**src/rtl/axi_stream_master_if.sv**
```systemverilog
// AXI-Stream link bundle: master drives tvalid/tdata/tlast, slave drives tready.
interface axi_if #(
    parameter int DATA_W = 8
) ();
    logic              tvalid;
    logic              tready;
    logic              tlast;
    logic [DATA_W-1:0] tdata;

    modport master (output tvalid, output tdata, output tlast, input tready);
    modport slave  (input tvalid, input tdata, input tlast, output tready);
endinterface

```
**src/rtl/axi_stream_master.sv**
```systemverilog
// Serialises one measurement packet (ID header beat + PCK_SIZE payload beats,
// MSB-first) onto AXI-Stream. All stream outputs come straight from flops.
module axi_stream_master #(
    parameter int                PCK_SIZE = 4,
    parameter int                DATA_W   = 8,
    parameter logic [DATA_W-1:0] ID       = DATA_W'('h7F)
) (
    input  logic                       clk,
    input  logic                       rst_n,
    input  logic                       send,
    input  logic [PCK_SIZE*DATA_W-1:0] payload,
    output logic                       busy,
    output logic                       done,
    axi_if.master                      axi
);
    localparam int PW = PCK_SIZE * DATA_W;
    localparam int CW = $clog2(PCK_SIZE + 1);

    typedef enum logic [1:0] {IDLE, HDR, DATA} state_t;

    state_t            state_q, state_d;
    logic [CW-1:0]     cnt_q, cnt_d;
    logic [PW-1:0]     pay_q, pay_d;
    logic [DATA_W-1:0] tdata_q, tdata_d;
    logic              tvalid_q, tvalid_d;
    logic              tlast_q, tlast_d;
    logic              done_q, done_d;
    logic              hs;

    assign hs         = tvalid_q && axi.tready;
    assign axi.tvalid = tvalid_q;
    assign axi.tdata  = tdata_q;
    assign axi.tlast  = tlast_q;
    assign busy       = (state_q != IDLE);
    assign done       = done_q;

    // State and output registers; reset aborts any packet in flight.
    always_ff @(posedge clk or negedge rst_n) begin
        if (!rst_n) begin
            state_q  <= IDLE;
            cnt_q    <= '0;
            pay_q    <= '0;
            tdata_q  <= '0;
            tvalid_q <= 1'b0;
            tlast_q  <= 1'b0;
            done_q   <= 1'b0;
        end else begin
            state_q  <= state_d;
            cnt_q    <= cnt_d;
            pay_q    <= pay_d;
            tdata_q  <= tdata_d;
            tvalid_q <= tvalid_d;
            tlast_q  <= tlast_d;
            done_q   <= done_d;
        end
    end

    // Next-state logic. The payload register shifts left one beat per
    // transfer so the next beat is always in its top DATA_W bits; without a
    // handshake every output holds, keeping the beat stable under backpressure.
    always_comb begin
        state_d  = state_q;
        cnt_d    = cnt_q;
        pay_d    = pay_q;
        tdata_d  = tdata_q;
        tvalid_d = tvalid_q;
        tlast_d  = tlast_q;
        done_d   = 1'b0;
        case (state_q)
            IDLE: begin
                if (send) begin
                    pay_d    = payload;
                    tdata_d  = ID;
                    tvalid_d = 1'b1;
                    tlast_d  = 1'b0;
                    cnt_d    = '0;
                    state_d  = HDR;
                end
            end
            HDR: begin
                if (hs) begin
                    tdata_d = pay_q[PW-1 -: DATA_W];
                    pay_d   = pay_q << DATA_W;
                    tlast_d = (PCK_SIZE == 1);
                    state_d = DATA;
                end
            end
            DATA: begin
                if (hs) begin
                    if (tlast_q) begin
                        tvalid_d = 1'b0;
                        tlast_d  = 1'b0;
                        done_d   = 1'b1;
                        state_d  = IDLE;
                    end else begin
                        cnt_d   = cnt_q + CW'(1);
                        tdata_d = pay_q[PW-1 -: DATA_W];
                        pay_d   = pay_q << DATA_W;
                        tlast_d = ((cnt_q + CW'(1)) == CW'(PCK_SIZE - 1));
                    end
                end
            end
            default: state_d = IDLE;
        endcase
    end
endmodule

```
**src/flat_wrapper.sv**
```systemverilog
// flat-port wrapper written by rule: the top's interface ports become plain ports
module axi_stream_master_flat 
#(
    parameter int                PCK_SIZE = 4,
    parameter int                DATA_W   = 8,
    parameter logic [DATA_W-1:0] ID       = DATA_W'('h7F)
)
  (clk, rst_n, send, payload, busy, done, axi_tvalid, axi_tdata, axi_tlast, axi_tready);
  axi_if #(.DATA_W(DATA_W)) axi_i ();
  input  logic clk;
  input  logic rst_n;
  input  logic send;
  input  logic [PCK_SIZE*DATA_W-1:0] payload;
  output logic busy;
  output logic done;
  output wire logic [$bits(axi_i.tvalid)-1:0] axi_tvalid;
  output wire logic [$bits(axi_i.tdata)-1:0] axi_tdata;
  output wire logic [$bits(axi_i.tlast)-1:0] axi_tlast;
  input wire logic [$bits(axi_i.tready)-1:0] axi_tready;
  assign axi_tvalid = axi_i.tvalid;
  assign axi_tdata = axi_i.tdata;
  assign axi_tlast = axi_i.tlast;
  assign axi_i.tready = axi_tready;
  axi_stream_master #(.PCK_SIZE(PCK_SIZE), .DATA_W(DATA_W), .ID(ID)) u_core (.clk(clk), .rst_n(rst_n), .send(send), .payload(payload), .busy(busy), .done(done), .axi(axi_i));
endmodule
```
**config.mk**
```make
export PLATFORM = sky130hd
export DESIGN_NAME = axi_stream_master_flat
export DESIGN_NICKNAME = d
export VERILOG_FILES = /design/src/rtl/axi_stream_master_if.sv /design/src/rtl/axi_stream_master.sv /design/src/flat_wrapper.sv
export SDC_FILE = /design/constraint.sdc
export NUM_CORES = 1
export LEC_CHECK = 0
export BUFFER_PORTS_ARGS = -buffer_cell sky130_fd_sc_hd__buf_2
export CAP_MARGIN = 20
export CELL_PAD_IN_SITES_DETAIL_PLACEMENT = 0
export CELL_PAD_IN_SITES_GLOBAL_PLACEMENT = 1
export CORE_ASPECT_RATIO = 1.25
export CORE_MARGIN = 5
export CORE_UTILIZATION = 44
export CTS_CLUSTER_DIAMETER = 200
export DETAILED_ROUTE_END_ITERATION = 10
export GPL_TIMING_DRIVEN = 0
export PLACE_DENSITY_LB_ADDON = 0.1
export SYNTH_ARGS = -nofsm -noshare
export SYNTH_HDL_FRONTEND = slang
export SYNTH_SLANG_ARGS = --single-unit
```
**constraint.sdc**
```tcl
create_clock -name clk -period 2.95 [get_ports clk]
set_clock_uncertainty 0.1 [all_clocks]
set_input_delay 0 -clock clk [delete_from_list [all_inputs] [get_ports clk]]
set_output_delay 0 -clock clk [all_outputs]
set_load 0.02 [all_outputs]
```
==> results.json <==
{
  "crit_required_ps": 3010,
  "r2r_end": "u_core.pay_q[2]",
  "clk_pin_slew_ps": 90,
  "grt_pass1_vias": 1931,
  "post-route-period-util_pct": 80.7,
  "final_core_util_pct": 61.2,
  "power_switching_mw": 1.42,
  "final_common_cell": "buf_2",
  "die_h_um": 91.1,
  "criticalPathCategory": "flop to flop",
  "worst_hold_slack_ps": 21.3,
  "fin_ws_ps": 568,
  "synth_nets": 277,
  "dp.final_hpwl_um": 3630,
  "pwr-share-clk_pct": 14.2,
  "worst_setup_path_start_kind": "flop",
  "cp_num_buf_inv": 2,
  "crit_fanout": 10,
  "max_freq_ghz": 0.420,
  "critPathTopFamily": "compound AO/OA/AOI/OAI gates",
  "rsz0062_at_grt": "no",
  "htree_levels": 2,
  "finalSetupTns_ps": 0,
  "track_usage_pct": 17.7,
  "cts-resized-gates": 0,
  "syn_to_final_growth_pct": 34.1,
  "drive_gt1_share_pct": 18.8,
  "tightest_slew_ps": 830,
  "grt_max_degree": 49,
  "pre_cts_ws_ps": 549,
  "rows": 29,
  "r2r_slack_ps": 570,
  "cts_tree": "yes",
  "grt_pass1_wl_um": 9480,
  "start_util_pct": 45.6,
  "finalSetupViolCount": 0,
  "ios": 48,
  "ys_types": 26,
  "drv_cap": 0,
  "antenna_found_initial": 0,
  "netlist_area_mm2": 0.00232,
  "antennaDiodeCount": 0,
  "cp_slowest_cell": "clkbuf_1",
  "drt-initial-drc-count": 69,
  "grt-ovfl-total": 0,
  "ys_seq_area_share_pct": 51.9,
  "critPathMaxStageDelay_ps": 500,
  "wire_per_inst_um": 14.0,
  "leakagePower_nw": 1.45,
  "drt-total-wl_um": 5430,
  "coreArea_mm2": 0.00508,
  "drcViolationCount": 0,
  "cts_root_buf": "clkbuf_8",
  "worst_ir_drop_vdd_mv": 0.540,
  "arrival_ps": 2440,
  "final_cell_mix": "buf_2 (51), dfrtp_1 (48), nor2_1 (35), dlygate4sd3_1 (35), a21oi_1 (28)",
  "r2r_cells": 6,
  "max-clock-path-buffers": 2,
  "path_cells": "inv_1 -> ha_1 -> a2bb2oi_1 -> a2111oi_4 -> clkbuf_1 -> o21ai_0",
  "min_period_ps": 2380,
  "ys_ff_latch": 48,
  "slew_viol_final": 0,
  "share_comb_of_total_power_pct": 52.5,
  "syn_area_per_cell_um2": 9.90,
  "sw_frac_of_total_pct": 42.9,
  "vias": 1898,
  "dieArea_mm2": 0.00682,
  "syn_inst": 234,
  "gp_congestion": 0.803,
  "yosys_warnings": 0,
  "status": "finished clean",
  "clock_latency_ps": 300,
  "numCtsBuffers": 5,
  "die_x_um": 74.9,
  "p_per_area_mw_per_mm2": 1060,
  "cts.sinks": 48,
  "power.total_mw": 3.30,
  "portBuffers": 47,
  "viasPerCell": 4.90,
  "p_seq_share_pct": 33.3,
  "cp-end-kind": "flop",
  "firstDrtPassIters": 4,
  "cts_setup_buffers": 0,
  "max-slew-margin-rel_pct": 44.6,
  "hp-class": "primary input to async pin",
  "internal_power_mw": 1.89,
  "finalHoldViolations": 0,
  "nNetsFinal": 367,
  "ant_nets": 0,
  "r2r_start": "u_core.state_q[0]"
}
[metal layers]
metal / share of wire (%) / vias to the layer above / track usage (%)
met5: 0 / - / 0
met4: 1.2 / 0 / 4.45
met3: 3.7 / 6 / 3.43
met2: 47 / 32 / 27.7
met1: 48 / 886 / 25.0
li1: - / 974 / -
[kinds of logic after synthesis]
group / Yosys count / synth area share [%]
mux: 26 / 11.3
simple gates: 59 / 12.2
flops: 48 / 51.9
fa+ha+maj: 7 / 3.78
buf+inv: 36 / 6.05
compound gates: 57 / 14.4
xor+xnor: 1 / 0.378
[synthesized netlist by cell type]
cell type	n	area (µm²)
and4b_1	1	10.0
inv_1	22	82.6
nand2b_1	2	12.5
nand4b_1	1	8.76
dfrtp_1	48	1200
a2111oi_4	1	27.5
a2bb2oi_1	1	8.76
nand3b_1	8	60.1
nor3_1	2	10.0
mux2_2	1	11.3
a22o_1	2	17.5
nand3_1	2	10.0
nor2_1	35	131
nor4b_1	1	8.76
nor2b_1	1	6.26
ha_1	7	87.6
clkbuf_1	10	37.5
a31oi_1	8	50.1
mux2i_1	25	250
o21ai_0	16	80.1
nand4_1	1	6.26
buf_2	4	20.0
a21oi_1	28	140
nand2_1	5	18.8
a221o_1	1	10.0
xnor2_1	1	8.76
[cell type report]
class | count | area, µm²
tap | 62 | 77.6
fill | 460 | 1970
clock buffer | 6 | 72.6
timing repair buffer | 83 | 606
multi-input combinational | 150 | 975
clock inverter | 2 | 35.0
inverter | 22 | 82.6
buffer | 14 | 57.6
sequential | 48 | 1200
[power groups by stage]
| stage | Combinational [mW] | Sequential [mW] | Clock (mW) |
|---|---|---|---|
| 2_1_floorplan | 1.23 | 1.12 | 0 |
| 3_3_place_gp | 1.70 | 1.10 | 0 |
| 3_5_place_dp | 1.71 | 1.11 | 0 |
| 4_1_cts | 1.76 | 1.10 | 0.481 |
| 5_1_grt | 1.95 | 1.13 | 0.505 |
| 6_report | 1.73 | 1.10 | 0.468 |
[through the flow]
step	instance area [µm²]	instances
after detailed placement	2630	343
after global routing	3110	387
after CTS	3090	386
final	3110	387
after global placement	2630	343
after floorplan	2320	234
[how the worst max path moves through the flow]
stage                                 start                  end  slack, ps  cells past startpoint
after floorplan           u_core.state_q[0]  u_core.axi.tdata[1]       1040                      6
after global placement    u_core.state_q[0]      u_core.pay_q[4]        650                      6
after detailed placement  u_core.state_q[0]      u_core.pay_q[2]        550                      6
after CTS                 u_core.state_q[0]      u_core.pay_q[2]        540                      6
after global routing      u_core.state_q[0]      u_core.pay_q[3]        420                      6
final                     u_core.state_q[0]      u_core.pay_q[2]        570                      6
[repair_timing]
action / CTS / global route
hold buffers: 35 / 0
hold endpoints to repair: 82 / 0
endpoints found under the setup margin: 0 / 0
[sequential cells by signal, summed over array words and instances (netlist names)]
signal and count:
u_core.pay_q 32, u_core.axi.tdata 8, u_core.cnt_q 3, u_core.state_q 2
u_core.axi.tlast 1, u_core.axi.tvalid 1, u_core.done 1
Note: power is estimated with default switching activity, not from simulation.
